[src/rtl/key_event_ctrl_pkg.sv]
// Shared definitions for the key event controller.
//  - key_state_e : per-channel debounce/classification state encoding
//  - EVT_*_FLD   : field index of each event class inside evt_flags; the
//                  field occupies bits [fld*NUM_KEYS +: NUM_KEYS]
package key_event_ctrl_pkg;

  typedef enum logic [2:0] {
    ST_IDLE       = 3'd0,
    ST_PRESS_WAIT = 3'd1,
    ST_PRESSED    = 3'd2,
    ST_LONG       = 3'd3,
    ST_REL_WAIT   = 3'd4
  } key_state_e;

  localparam int EVT_PRESS_FLD = 0;
  localparam int EVT_REL_FLD   = 1;
  localparam int EVT_LONG_FLD  = 2;

endpackage

[src/rtl/key_event_ctrl_if.sv]
// Key pins, event outputs and sticky flag handshake of the key event controller.
//  master : the side owning the key pins and the clear mask (board / M3)
//  slave  : key_event_ctrl
//  key_n      raw active-low key pins
//  evt_clr    write-1-to-clear mask for evt_flags
//  key_level  debounced level, 1 = held
//  key_press  / key_long / key_rel  1-cycle event pulses
//  evt_flags  sticky flags {long, rel, press}
interface key_event_ctrl_if #(
  parameter int NUM_KEYS = 2
);
  logic [NUM_KEYS-1:0]   key_n;
  logic [3*NUM_KEYS-1:0] evt_clr;
  logic [NUM_KEYS-1:0]   key_level;
  logic [NUM_KEYS-1:0]   key_press;
  logic [NUM_KEYS-1:0]   key_long;
  logic [NUM_KEYS-1:0]   key_rel;
  logic [3*NUM_KEYS-1:0] evt_flags;

  modport master (
    output key_n, evt_clr,
    input  key_level, key_press, key_long, key_rel, evt_flags
  );

  modport slave (
    input  key_n, evt_clr,
    output key_level, key_press, key_long, key_rel, evt_flags
  );
endinterface

[src/rtl/key_event_ctrl_chan.sv]
// key_event_chan: one key channel -- 2-flop synchronizer, debounce /
// long-press FSM, debounce and hold counters, registered event pulses.
//  clk, rst   clock, synchronous active-high reset
//  key_n      raw active-low key pin (asynchronous)
//  key_level  debounced level (1 in PRESSED, LONG, REL_WAIT)
//  key_press / key_long / key_rel  registered 1-cycle pulses
module key_event_chan
  import key_event_ctrl_pkg::*;
#(
  parameter int DEBOUNCE_CYC = 3240000,
  parameter int LONG_CYC     = 324000000
) (
  input  logic clk,
  input  logic rst,
  input  logic key_n,
  output logic key_level,
  output logic key_press,
  output logic key_long,
  output logic key_rel
);

  localparam int DEB_W  = $clog2(DEBOUNCE_CYC + 1);
  localparam int HOLD_W = $clog2(LONG_CYC + 1);
  localparam logic [DEB_W-1:0]  DEB_LAST  = DEB_W'(DEBOUNCE_CYC - 1);
  localparam logic [HOLD_W-1:0] HOLD_LAST = HOLD_W'(LONG_CYC - 1);
  localparam logic [HOLD_W-1:0] HOLD_MAX  = HOLD_W'(LONG_CYC);

  function automatic logic [HOLD_W-1:0] hold_sat_inc(input logic [HOLD_W-1:0] v);
    return (v >= HOLD_MAX) ? v : v + 1'b1;
  endfunction

  logic              key_n_p0, key_n_p1;
  logic              s;
  key_state_e        state, state_nxt;
  logic [DEB_W-1:0]  deb_cnt, deb_cnt_nxt;
  logic [HOLD_W-1:0] hold_cnt, hold_cnt_nxt;
  logic              long_seen, long_seen_nxt;
  logic              press_nxt, long_nxt, rel_nxt;

  // Stage p0/p1: synchronizer; resets to released so no press on reset exit
  always_ff @(posedge clk) begin
    if (rst) begin
      key_n_p0 <= 1'b1;
      key_n_p1 <= 1'b1;
    end else begin
      key_n_p0 <= key_n;
      key_n_p1 <= key_n_p0;
    end
  end

  assign s = ~key_n_p1;

  always_ff @(posedge clk) begin
    if (rst) state <= ST_IDLE;
    else     state <= state_nxt;
  end

  always_comb begin
    state_nxt = state;
    unique case (state)
      ST_IDLE:       if (s) state_nxt = ST_PRESS_WAIT;
      ST_PRESS_WAIT: begin
        if (!s)                        state_nxt = ST_IDLE;
        else if (deb_cnt == DEB_LAST)  state_nxt = ST_PRESSED;
      end
      // Release-start has priority over the long-press threshold.
      ST_PRESSED: begin
        if (!s)                        state_nxt = ST_REL_WAIT;
        else if (hold_cnt >= HOLD_LAST) state_nxt = ST_LONG;
      end
      ST_LONG:       if (!s) state_nxt = ST_REL_WAIT;
      ST_REL_WAIT: begin
        if (s)                         state_nxt = long_seen ? ST_LONG : ST_PRESSED;
        else if (deb_cnt == DEB_LAST)  state_nxt = ST_IDLE;
      end
      default:                         state_nxt = ST_IDLE;
    endcase
  end

  // hold_cnt counts every cycle spent in PRESSED (including the one that
  // starts a release), so a release glitch delays key_long by exactly the
  // number of cycles spent outside PRESSED.
  always_comb begin
    deb_cnt_nxt   = deb_cnt;
    hold_cnt_nxt  = hold_cnt;
    long_seen_nxt = long_seen;
    press_nxt     = 1'b0;
    long_nxt      = 1'b0;
    rel_nxt       = 1'b0;
    unique case (state)
      ST_IDLE:       if (s) deb_cnt_nxt = '0;
      ST_PRESS_WAIT: begin
        if (s) begin
          if (deb_cnt == DEB_LAST) begin
            press_nxt    = 1'b1;
            hold_cnt_nxt = '0;
          end else begin
            deb_cnt_nxt = deb_cnt + 1'b1;
          end
        end
      end
      ST_PRESSED: begin
        hold_cnt_nxt = hold_sat_inc(hold_cnt);
        if (!s)                         deb_cnt_nxt = '0;
        else if (hold_cnt >= HOLD_LAST) long_nxt    = 1'b1;
      end
      ST_LONG: begin
        if (!s) begin
          deb_cnt_nxt   = '0;
          long_seen_nxt = 1'b1;
        end
      end
      ST_REL_WAIT: begin
        if (!s) begin
          if (deb_cnt == DEB_LAST) begin
            rel_nxt       = 1'b1;
            long_seen_nxt = 1'b0;
          end else begin
            deb_cnt_nxt = deb_cnt + 1'b1;
          end
        end
      end
      default: ;
    endcase
  end

  // Stage p2: counters and registered event pulses
  always_ff @(posedge clk) begin
    if (rst) begin
      deb_cnt   <= '0;
      hold_cnt  <= '0;
      long_seen <= 1'b0;
      key_press <= 1'b0;
      key_long  <= 1'b0;
      key_rel   <= 1'b0;
    end else begin
      deb_cnt   <= deb_cnt_nxt;
      hold_cnt  <= hold_cnt_nxt;
      long_seen <= long_seen_nxt;
      key_press <= press_nxt;
      key_long  <= long_nxt;
      key_rel   <= rel_nxt;
    end
  end

  assign key_level = (state == ST_PRESSED) || (state == ST_LONG) || (state == ST_REL_WAIT);

endmodule

[src/rtl/key_event_ctrl.sv]
// key_event_ctrl: debounces NUM_KEYS active-low pushbuttons and classifies
// press / long-press / release, with sticky event flags for the M3.
//  clk  fabric clock (clk_324 at top level)
//  rst  synchronous active-high reset
//  bus  key_event_ctrl_if.slave: key_n, evt_clr in; key_level, key_press,
//       key_long, key_rel, evt_flags out
module key_event_ctrl
  import key_event_ctrl_pkg::*;
#(
  parameter int NUM_KEYS     = 2,
  parameter int DEBOUNCE_CYC = 3240000,
  parameter int LONG_CYC     = 324000000
) (
  input  logic             clk,
  input  logic             rst,
  key_event_ctrl_if.slave  bus
);

  logic [NUM_KEYS-1:0]   level, press, long_evt, rel;
  logic [3*NUM_KEYS-1:0] evt_set;
  logic [3*NUM_KEYS-1:0] flags;

  for (genvar i = 0; i < NUM_KEYS; i++) begin : g_chan
    key_event_chan #(
      .DEBOUNCE_CYC (DEBOUNCE_CYC),
      .LONG_CYC     (LONG_CYC)
    ) u_chan (
      .clk       (clk),
      .rst       (rst),
      .key_n     (bus.key_n[i]),
      .key_level (level[i]),
      .key_press (press[i]),
      .key_long  (long_evt[i]),
      .key_rel   (rel[i])
    );
  end

  always_comb begin
    evt_set = '0;
    evt_set[EVT_PRESS_FLD*NUM_KEYS +: NUM_KEYS] = press;
    evt_set[EVT_REL_FLD*NUM_KEYS   +: NUM_KEYS] = rel;
    evt_set[EVT_LONG_FLD*NUM_KEYS  +: NUM_KEYS] = long_evt;
  end

  // Sticky flags: a pulse arriving together with its clear bit wins.
  always_ff @(posedge clk) begin
    if (rst) flags <= '0;
    else     flags <= (flags & ~bus.evt_clr) | evt_set;
  end

  assign bus.key_level = level;
  assign bus.key_press = press;
  assign bus.key_long  = long_evt;
  assign bus.key_rel   = rel;
  assign bus.evt_flags = flags;

endmodule

[src/flat_wrapper.sv]
// flat-port wrapper written by rule: the top's interface ports become plain ports
module key_event_ctrl_flat import key_event_ctrl_pkg::*;
#(
  parameter int NUM_KEYS     = 2,
  parameter int DEBOUNCE_CYC = 3240000,
  parameter int LONG_CYC     = 324000000
)
  (clk, rst, bus_key_n, bus_evt_clr, bus_key_level, bus_key_press, bus_key_long, bus_key_rel, bus_evt_flags);
  key_event_ctrl_if #(.NUM_KEYS(NUM_KEYS)) bus_i ();
  input  logic clk;
  input  logic rst;
  input wire logic [$bits(bus_i.key_n)-1:0] bus_key_n;
  input wire logic [$bits(bus_i.evt_clr)-1:0] bus_evt_clr;
  output wire logic [$bits(bus_i.key_level)-1:0] bus_key_level;
  output wire logic [$bits(bus_i.key_press)-1:0] bus_key_press;
  output wire logic [$bits(bus_i.key_long)-1:0] bus_key_long;
  output wire logic [$bits(bus_i.key_rel)-1:0] bus_key_rel;
  output wire logic [$bits(bus_i.evt_flags)-1:0] bus_evt_flags;
  assign bus_i.key_n = bus_key_n;
  assign bus_i.evt_clr = bus_evt_clr;
  assign bus_key_level = bus_i.key_level;
  assign bus_key_press = bus_i.key_press;
  assign bus_key_long = bus_i.key_long;
  assign bus_key_rel = bus_i.key_rel;
  assign bus_evt_flags = bus_i.evt_flags;
  key_event_ctrl #(.NUM_KEYS(NUM_KEYS), .DEBOUNCE_CYC(DEBOUNCE_CYC), .LONG_CYC(LONG_CYC)) u_core (.clk(clk), .rst(rst), .bus(bus_i));
endmodule
[config.mk]
export PLATFORM = sky130hd
export DESIGN_NAME = key_event_ctrl_flat
export DESIGN_NICKNAME = d
export VERILOG_FILES = /design/src/rtl/key_event_ctrl_pkg.sv /design/src/rtl/key_event_ctrl_if.sv /design/src/rtl/key_event_ctrl_chan.sv /design/src/rtl/key_event_ctrl.sv /design/src/flat_wrapper.sv
export SDC_FILE = /design/constraint.sdc
export NUM_CORES = 1
export LEC_CHECK = 0
export ABC_AREA = 0
export CAP_MARGIN = 30
export CORE_ASPECT_RATIO = 1.75
export CORE_MARGIN = 2
export CORE_UTILIZATION = 49
export DETAILED_ROUTE_END_ITERATION = 6
export GPL_TIMING_DRIVEN = 0
export HOLD_SLACK_MARGIN = 0.03
export PLACE_DENSITY = 0.71
export SLEW_MARGIN = 5
export SYNTH_ARGS = -nofsm -noshare
export SYNTH_HDL_FRONTEND = slang
export SYNTH_SLANG_ARGS = --single-unit
[constraint.sdc]
create_clock -name clk -period 7.3 [get_ports clk]
set_clock_uncertainty 0.15 [all_clocks]
set_input_delay 0.73 -clock clk [delete_from_list [all_inputs] [get_ports clk]]
set_output_delay 0.73 -clock clk [all_outputs]
set_load 0.05 [all_outputs]
Word level (Yosys, flattened, before mapping)
Cells that the tools add are included.
Cells by class
  $lt $le $gt $ge: 4
  equal/unequal tests: 32
  bitwise logic cells: 11
  add/subtract/negate cells: 4
  reduce and logical (&&, ||, !) cells: 28
  muxes and demuxes: 52
Operator list (number)
  $mux W22: 10
  $pmux W22 S4: 2
  $mux W29: 6
  $ge A29 B29 Y1 const B: 4
  $pmux W29 S2: 2
  $add A29 B1 Y29 const B: 2
  $mux W3: 16
  $add A22 B1 Y22 const B: 2
  $eq A22 B22 Y1 const B: 2
  $pmux W3 S5: 2
  $ne A2 B2 Y1 const B: 14
  $reduce_and A5 Y1: 4
  $ne A3 B3 Y1 const B: 6
  $reduce_or A3 Y1: 6
  $reduce_and A4 Y1: 4
  $eq A3 B2 Y1 const B: 4
  $mux W1: 12
  $not A1 Y1: 8
  $reduce_bool A2 Y1: 4
  $reduce_bool A4 Y1: 2
  $and A6 B6 Y6: 1
  $eq A3 B1 Y1 const B: 2
  $eq A3 B3 Y1 const B: 2
  $logic_not A3 Y1: 2
  other kinds (6): 12
Word-level totals
  word-level logic and storage cells: 150
  flip-flop bits (word level): 126
  output and inout bits: 14
  bits of input ports: 10

Depth between registers and ports, before layout
Gate-level depths: netlist (run 1).
  word-level depth: 4
  gate-level depth with buffers: 10
  gate-level depth less buffers: 8

By module
Synthesis (run 1) repeated with hierarchy kept, for this count alone.
Second synthesis, totals
  cells, all modules: 844
  area, all modules: 6864.1 um2
By module, submodules not included
  key_event_chan (u_core.g_chan[1].u_chan): cells each 416, instances 1, area each 3362.0 um2, seq. area each 1201.2 um2
  key_event_chan (u_core.g_chan[0].u_chan): cells each 404, instances 1, area each 3246.9 um2, seq. area each 1201.2 um2
  key_event_ctrl: cells each 24, instances 1, area each 255.2 um2, seq. area each 120.1 um2

Least setup slack after synthesis (run 1)
No wires, ideal clock.
  kind: register to register
  start: reg u_core.g_chan[0].u_chan.hold_cnt[0]
  end: reg u_core.g_chan[0].u_chan.hold_cnt[26]
  required time: 7.027 ns
  arrival: 2.096 ns
  cell stages (with the launch flop): 10
  buffers on the path: 1
  clock period less this slack: 2.369 ns
  setup time: 0.123 ns
  setup slack: 4.931 ns
  cells stage by stage: dfxtp_1 ha_1 nand3_1 or4_1 clkbuf_1 nor4_2 nand2_1 and3_1 a21oi_2 o31ai_1
Between the ends
  longest elaborated chain between the ends: 3
  elaborated cells on any way between the ends: 6
  classes of those cells: add/sub (1); order compare (1); eq/ne (1); mux (2); reduce/logical (1)
RTL lines
  start, declared: RTL line key_event_ctrl_chan.sv:36  | logic [HOLD_W-1:0] hold_cnt, hold_cnt_nxt;
  start signal, assigned: RTL line key_event_ctrl_chan.sv:138  | hold_cnt <= hold_cnt_nxt;
  $add A29 B1 Y29 or $ge A29 B29 Y1 (tied branches): RTL line key_event_ctrl_chan.sv:29  | return (v >= HOLD_MAX) ? v : v + 1'b1;
  $mux W29 or $ne A2 B2 Y1 (tied branches)
  $pmux W29 S2 or $reduce_and A4 Y1 (tied branches)
Several ways; a longest one is shown, not always the timed one. The select of a mux whose other input is x is not followed.
A chain may end at the register's enable or synchronous reset.

Worst setup path after layout (run 1)
  start: reg u_core.g_chan[1].u_chan.state[0]
  end: out bus_key_level[1]
Between the ends
  longest elaborated chain between the ends: 3
  elaborated cells on any way between the ends: 5
  classes of those cells: eq/ne (3); reduce/logical (2)
RTL lines
  start, declared: RTL line key_event_ctrl_chan.sv:34  | key_state_e state, state_nxt;
  start signal, assigned: RTL line key_event_ctrl_chan.sv:55  | else state <= state_nxt;
  $eq A3 B2 Y1: RTL line key_event_ctrl_chan.sv:146  | assign key_level = (state == ST_PRESSED) || (state == ST_LONG) || (state == ST_REL_WAIT);
  $logic_or A1 B1 Y1: RTL line key_event_ctrl_chan.sv:146
  $logic_or A1 B1 Y1 (*): RTL line key_event_ctrl_chan.sv:146
  end, declared: RTL line flat_wrapper.sv:14  | output wire logic [$bits(bus_i.key_level)-1:0] bus_key_level;
Every way passes the cells marked *; elsewhere a longest branch is shown, timed or not.

==> results of run 1 <==
-- where the power goes --
group / total, uW / switching (uW) / internal (uW)
sequential: 691 / 1.18 / 690
combinational: 38.6 / 25.3 / 13.3
clock: 884 / 313 / 571
-- cell usage in the layout (no fill, tap or decap), types with 8 or more instances in the layout --
cell type / instances
and3_1: 23
inv_1: 21
and4_1: 11
o21ai_0: 73
nand2_1: 79
buf_2: 9
clkbuf_16: 17
nand3_1: 43
nor2_1: 116
clkdlybuf4s50_1: 23
a21oi_1: 53
o311ai_1: 8
dfxtp_1: 126
buf_4: 8
nand4_1: 26
xnor2_1: 13
nor3_1: 17
xor2_1: 18
a31oi_1: 16
and2_1: 13
clkbuf_1: 25
or3_1: 12
-- synth_stat cells, types with 16 or more instances --
master / n
a21oi_1: 53
a31oi_1: 16
and3_1: 23
clkbuf_1: 24
dfxtp_1: 126
inv_1: 21
nand2_1: 79
nand3_1: 43
nand4_1: 26
nor2_1: 116
nor3_1: 17
o21ai_0: 73
xor2_1: 18
-- worst reg2reg max path, delay by kind of cell, from the launching register on --
family / cells / cell delay, ns
and+or+nand+nor: 4 / 0.99
adders and majority gates: 1 / 0.28
DFF: 1 / 0.37
AOI/OAI and AO/OA: 3 / 0.60
buffers and inverters: 1 / 0.27
-- metal layers --
layer	share of wire	track usage
met3	0.042	0.04429
met1	0.40	0.2461
met4	0.028	0.1039
met5	0	0
met2	0.53	0.4395
-- stage by stage --
stage | power [uW] | utilization
floorplan | 729.3 | -
global placement | 743.2 | 0.5385
detailed placement | 743.9 | 0.5385
CTS | 1622 | 0.5866
global route | 1662 | 0.5866
finish | 1614 | 0.5866
-- sequential cells by signal, summed over array words and instances (netlist names) --
register and flops:
u_core.g_chan.u_chan.deb_cnt 44, u_core.g_chan.u_chan.long_seen 2, u_core.bus.evt_flags 6, u_core.g_chan.u_chan.key_long 2, u_core.g_chan.u_chan.key_n_p1 2, u_core.g_chan.u_chan.state 6
u_core.g_chan.u_chan.key_press 2, u_core.g_chan.u_chan.hold_cnt 58, u_core.g_chan.u_chan.key_rel 2, u_core.g_chan.u_chan.key_n_p0 2
-- area by class of cell --
| class | instances | area [um^2] | share of cell area |
|---|---|---|---|
| Buffer | 44 | 214.0 | 0.02819 |
| Clock buffer | 18 | 429.2 | 0.05655 |
| Clock inverter | 14 | 192.7 | 0.02539 |
| Inverter | 21 | 78.83 | 0.01039 |
| Multi-Input combinational cell | 640 | 3707 | 0.4885 |
| Sequential cell | 126 | 2522 | 0.3324 |
| Tap cell | 171 | 214.0 | 0.02819 |
| Timing Repair Buffer | 23 | 230.2 | 0.03034 |
-- cells by family (layout without fill, tap and decap cells) --
family	Yosys count	in the layout	share of synthesized area
AOI/OAI and AO/OA	215	215	0.2078
adders and majority gates	6	6	0.01151
buffers and inverters	65	120	0.04489
muxes	2	2	0.003261
and+or+nand+nor	386	386	0.3042
DFF	126	126	0.3867
xor gates and xnor gates	31	31	0.04163
-- path summary, 6_finish.rpt --
| check | from | end | slack (ns) | cells after the start |
|---|---|---|---|---|
| min | u_core.g_chan[1].u_chan.key_n_p0$_SDFF_PP1_ | u_core.g_chan[1].u_chan.key_n_p1$_SDFF_PP1_ | 0.26 | 1 |
| max reg2reg | u_core.g_chan[1].u_chan.deb_cnt[0]$_SDFFE_PP0P_ | u_core.g_chan[1].u_chan.hold_cnt[5]$_SDFFE_PP0P_ | 4.53 | 9 |
| max | u_core.g_chan[1].u_chan.state[0]$_SDFFE_PP0P_ | bus_key_level[1] | 4.11 | 6 |
| min reg2reg | u_core.g_chan[1].u_chan.key_n_p0$_SDFF_PP1_ | u_core.g_chan[1].u_chan.key_n_p1$_SDFF_PP1_ | 0.26 | 1 |
==> metrics.log, run 1 <==
INFO  metric run_status = finished clean
INFO  metric synth_warnings = 0
INFO  metric buffer_ports.inserted = 23
INFO  metric remaining_drc_errors = 0
INFO  metric leakagePower = 0.002647 uW
INFO  metric numCtsBuffers = 17
INFO  metric crit_chain = clkbuf_1, nor2_1, nand2_1, nand2_1, buf_4, clkdlybuf4s50_1
INFO  metric dpl.hpwl = 11980 um
INFO  metric route.final.wire_length = 16470 um
INFO  metric final.hold.worst_slack = 0.2640 ns
INFO  metric finalNetCount = 889
INFO  metric critical-path-max-stage-delay = 0.79 ns
INFO  metric crit_required = 6.42 ns
INFO  metric timing.slew.headroom = 0.5415
INFO  metric fp.dieH = 156.6 um
INFO  metric fin_setup_tns = 0 ns
INFO  metric timing.critical_path.fanout_max = 10
INFO  metric finalNonFillerCells = 1057
INFO  metric synth_top_cells_by_area = dfxtp_1 (39%), nor2_1 (6.7%), o21ai_0 (5.6%)
INFO  metric rsz0062_at_grt = false
INFO  metric n_fill_cell = 1153
INFO  metric cts_tree = built
INFO  metric timing_max_transition_violations_final = 0
INFO  metric vias = 6356
INFO  metric pwr_density_cell = 212.6 nW/um^2
INFO  metric gr-total-overflow = 0
INFO  metric critPathSlowestCell = clkdlybuf4s50_1
INFO  metric cp.arrival = 2.31 ns
INFO  metric rows = 55
INFO  metric ys_dominant_reg_cell = dfxtp_1
INFO  metric antenna_cells = 0
INFO  metric synthCells = 831
INFO  metric crit_path_class = flop to output pin
INFO  metric final.period_utilization = 0.4374
INFO  metric netlist_area_before_placement = 6523 um^2
INFO  metric ctsHoldBuffers = 0
INFO  metric insertion_delay = 0.41 ns
INFO  metric drt_iter0_markers = 365
INFO  metric core_area = 12940 um^2
INFO  metric synth.largest_area_cell = dfxtp_1
INFO  metric cts.path.max_buffers = 2
INFO  metric crit_path_start_kind = flop
INFO  metric dpl-instance-area = 6967 um^2
INFO  metric critical_path.top_delay_family = buffers and inverters
INFO  metric grt_pass1_wl = 27480 um
INFO  metric route.detailed.vias_per_inst = 6.013
INFO  metric die_area = 14290 um^2
INFO  metric timing.final.crit_period = 3.193 ns
INFO  metric synth_enable_flop_cells = 0
INFO  metric synth.distinct_cells = 73
INFO  metric async_reset_ff_frac = 0
INFO  metric gp_congestion = 0.8888
INFO  metric cts_repair_resize_count = 0
INFO  metric maxCapViolations = 0
INFO  metric ant_nets = 0
INFO  metric die_w = 91.22 um
INFO  metric firstDrtPassIters = 5
INFO  metric cts.sinks = 126
INFO  metric htreeDepth = 4
INFO  metric cts-root-buf = clkbuf_16
INFO  metric routedWlPerCell = 15.59 um
INFO  metric first_global_vias = 6059
INFO  metric post-route-cell-area = 7589 um^2
INFO  metric pre_cts_slack = 4.070 ns
INFO  metric report.final.setup_viol = 0
INFO  metric path_clk_slew = 0.06 ns
INFO  metric worstMarginPinSlew = 0.6815 ns
INFO  metric mappedNetlistNets = 847
INFO  metric start_util = 0.5042
INFO  metric area.growth.synth_to_final = 16.34%
INFO  metric maximum_number_of_pins_on_one_net_before_global_route_repair = 17
INFO  metric hp-class = flop to flop
INFO  metric antenna_violations_before_repair = 0
INFO  metric yosysSeqAreaShare = 0.3867
INFO  metric grt_usage = 0.2324
INFO  metric hold_viol_final = 0
INFO  metric postSynthAreaPerCell = 7.849 um^2
INFO  metric power.ir.vdd_worst = 135.8 uV
INFO  metric dpl.cell_count = 1025
INFO  metric netlist.area_leader.share = 0.3867
INFO  metric path_buf_inv = 3
INFO  metric post_cts_buffers = 0
INFO  metric max_clock_freq = 313.2 MHz
INFO  metric critPathCaptureType = output pin
INFO  metric final_layout_size_suffix_gt1_frac = 0.08465
INFO  metric critPathMostFrequentCell = nand2_1
INFO  metric fin_ws = 4.107 ns
INFO  metric boundaryPins = 24
INFO  metric yosys_register_bits = 126
No activity file was read; power rests on OpenSTA's default activity.
==> run 2: changes to the inputs <==
clock period = 3.3 ns   (was 7.3 ns; I/O delays follow)
==> results of run 2 <==
The final DEF is identical to that of run 1. Status: finished clean.
Main changes from that run: setup slack after placement 4.070 ns -> 0.4699 ns; setup slack after layout 4.107 ns -> 0.5070 ns; register-to-register setup slack 4.53 ns -> 0.53 ns; total power 1614 uW -> 3569 uW; worst IR drop on VDD 135.8 uV -> 300.3 uV
==> run 3: changes to the inputs <==
clock period = 2.9 ns   (was 3.3 ns; I/O delays follow)
==> run 3 against run 2 <==
Net effect:
- design area grew 0.48%
- largest power group unchanged
- highest routed layer unchanged
- sequential power grew 14%
- final cell count is essentially flat
- critical endpoint unchanged
- global-route usage is the same
- sequential share of layout area shrank 0.16 points
- combinational power grew 15%
==> metrics.log, run 3 (same netlist as run 1, synthesis figures left out) <==
INFO  metric run_status = finished clean
INFO  metric launching_element_of_the_worst_setup_path = u_core.g_chan[1].u_chan.state[0]$_SDFFE_PP0P_
INFO  metric die_w = 91.22 um
INFO  metric critical-path-max-stage-delay = 0.79 ns
INFO  metric rr_startpoint = u_core.g_chan[0].u_chan.hold_cnt[0]$_SDFFE_PP0P_
INFO  metric path_buf_inv = 3
INFO  metric pre_cts_slack = 0.1099 ns
INFO  metric grt_usage = 0.2324
INFO  metric cp.arrival = 2.32 ns
INFO  metric timing.critical_path.fanout_max = 10
INFO  metric insertion_delay = 0.41 ns
INFO  metric final.hold.worst_slack = 0.2666 ns
INFO  metric final_layout_size_suffix_gt1_frac = 0.08906
INFO  metric remaining_drc_errors = 0
INFO  metric dpl.hpwl = 11980 um
INFO  metric worst-r2r-cell-count = 8
INFO  metric max_clock_freq = 362.6 MHz
INFO  metric leakagePower = 0.002689 uW
INFO  metric dpl-instance-area = 6967 um^2
INFO  metric crit_path_class = flop to output pin
INFO  metric most-common-layout-cells = dfxtp_1 (126), nor2_1 (114), nand2_1 (79)
INFO  metric fp.dieH = 156.6 um
INFO  metric final.period_utilization = 0.9511
INFO  metric cts-root-buf = clkbuf_16
INFO  metric critPathCapture = bus_key_level[1]
INFO  metric boundaryPins = 24
INFO  metric cts_tree = built
INFO  metric antenna_violations_before_repair = 0
INFO  metric path_clk_slew = 0.06 ns
INFO  metric report.final.setup_viol = 0
INFO  metric route.final.wire_length = 16610 um
INFO  metric timing.final.crit_period = 2.758 ns
INFO  metric core_area = 12940 um^2
INFO  metric holdCritStartpoint = u_core.g_chan[1].u_chan.key_n_p0$_SDFF_PP1_
INFO  metric critPathMostFrequentCell = nand2_1
INFO  metric numCtsBuffers = 17
INFO  metric hold_viol_final = 0
INFO  metric vias = 6400
INFO  metric area.growth.synth_to_final = 16.90%
INFO  metric critPathSlowestCell = clkdlybuf4s50_1
INFO  metric ant_nets = 0
INFO  metric post-route-cell-area = 7625 um^2
INFO  metric maxCapViolations = 0
INFO  metric critPathCaptureType = output pin
INFO  metric finalNetCount = 890
INFO  metric timing_max_transition_violations_final = 0
INFO  metric n_fill_cell = 1145
INFO  metric gr-total-overflow = 0
INFO  metric worstMarginPinSlew = 0.6884 ns
INFO  metric maximum_number_of_pins_on_one_net_before_global_route_repair = 17
INFO  metric route.detailed.vias_per_inst = 6.049
INFO  metric hp-class = flop to flop
INFO  metric fin_ws = 0.1418 ns
INFO  metric crit_path_start_kind = flop
INFO  metric buffer_ports.inserted = 23
INFO  metric crit_required = 2.46 ns
INFO  metric cts.sinks = 126
INFO  metric htreeDepth = 4
INFO  metric pwr_density_cell = 532.0 nW/um^2
INFO  metric rows = 55
INFO  metric fin_setup_tns = 0 ns
INFO  metric start_util = 0.5042
INFO  metric layout_top_registers = u_core.g_chan.u_chan.hold_cnt: 58 flops, u_core.g_chan.u_chan.deb_cnt: 44 flops
INFO  metric firstDrtPassIters = 5
INFO  metric drt_iter0_markers = 405
INFO  metric number_of_flip_flops_under_the_largest_register_name = 58
INFO  metric regMostFlops = u_core.g_chan.u_chan.hold_cnt
INFO  metric power.ir.vdd_worst = 342.9 uV
INFO  metric crit-reg2reg-capture = u_core.g_chan[0].u_chan.hold_cnt[28]$_SDFFE_PP0P_
INFO  metric grt_pass1_wl = 27480 um
INFO  metric crit_cells = 6
INFO  metric critical_path.top_delay_family = buffers and inverters
INFO  metric most_common_cell_after_layout_fill_and_taps_aside = dfxtp_1
INFO  metric setup.reg_to_reg.worst_slack = 0.16 ns
INFO  metric gp_congestion = 0.8888
INFO  metric first_global_vias = 6059
INFO  metric post-route-util = 0.5894
INFO  metric timing.slew.headroom = 0.5368
INFO  metric routedWlPerCell = 15.70 um
INFO  metric crit_chain = clkbuf_1, nor2_1, nand2_1, nand2_1, buf_4, clkdlybuf4s50_1
INFO  metric cts.path.max_buffers = 2
INFO  metric antenna_cells = 0
INFO  metric die_area = 14290 um^2
## run 3: routing by layer
| metal | share of wire | global-route usage |
|---|---|---|
| met3 | 0.037 | 0.04429 |
| met5 | 0 | 0 |
| met1 | 0.40 | 0.2461 |
| met4 | 0.027 | 0.1039 |
| met2 | 0.53 | 0.4395 |
## run 3: layout make-up
class	instances	area, um^2	area share
Inverter	21	78.83	0.01034
Tap cell	171	214.0	0.02806
Clock inverter	14	192.7	0.02527
Sequential cell	126	2522	0.3308
Buffer	44	214.0	0.02806
Clock buffer	18	429.2	0.05628
Multi-Input combinational cell	640	3736	0.4900
Timing Repair Buffer	24	237.7	0.03118
## run 3: where the power goes
| part | switching [uW] | total [uW] | internal, uW |
|---|---|---|---|
| logic | 64.7 | 98.2 | 33.5 |
| registers | 2.95 | 1740 | 1740 |
| clock network | 781 | 2220 | 1440 |
| total | 848 | 4060 | 3210 |
## run 3: worst min-delay path by stage
| stage | depth (start not counted) | endpoint | slack, ns |
|---|---|---|---|
| detailed placement | 1 | u_core.g_chan[1].u_chan.key_n_p1$_SDFF_PP1_ | 0.26 |
| finish | 1 | u_core.g_chan[1].u_chan.key_n_p1$_SDFF_PP1_ | 0.27 |
| floorplan | 1 | u_core.g_chan[0].u_chan.key_n_p1$_SDFF_PP1_ | 0.24 |
| global placement | 1 | u_core.g_chan[1].u_chan.key_n_p1$_SDFF_PP1_ | 0.25 |
| CTS | 1 | u_core.g_chan[1].u_chan.key_n_p1$_SDFF_PP1_ | 0.27 |
| global route | 2 | u_core.g_chan[0].u_chan.key_n_p0$_SDFF_PP1_ | 0.28 |
## run 3: what timing repair did
| item | in CTS | in global routing |
|---|---|---|
| setup endpoints to repair | 0 | 20 |
| setup buffers | 0 | 1 |
| gates resized for setup | 0 | 5 |
| hold buffers | 0 | 0 |
## run 3: per-stage QoR
| stage | total power [uW] | cells |
|---|---|---|
| finish | 4057 | 1058 |
| global route | 4183 | 1058 |
| CTS | 4082 | 1057 |
| detailed placement | 1873 | 1025 |
| global placement | 1871 | 1025 |
| floorplan | 1836 | 831 |
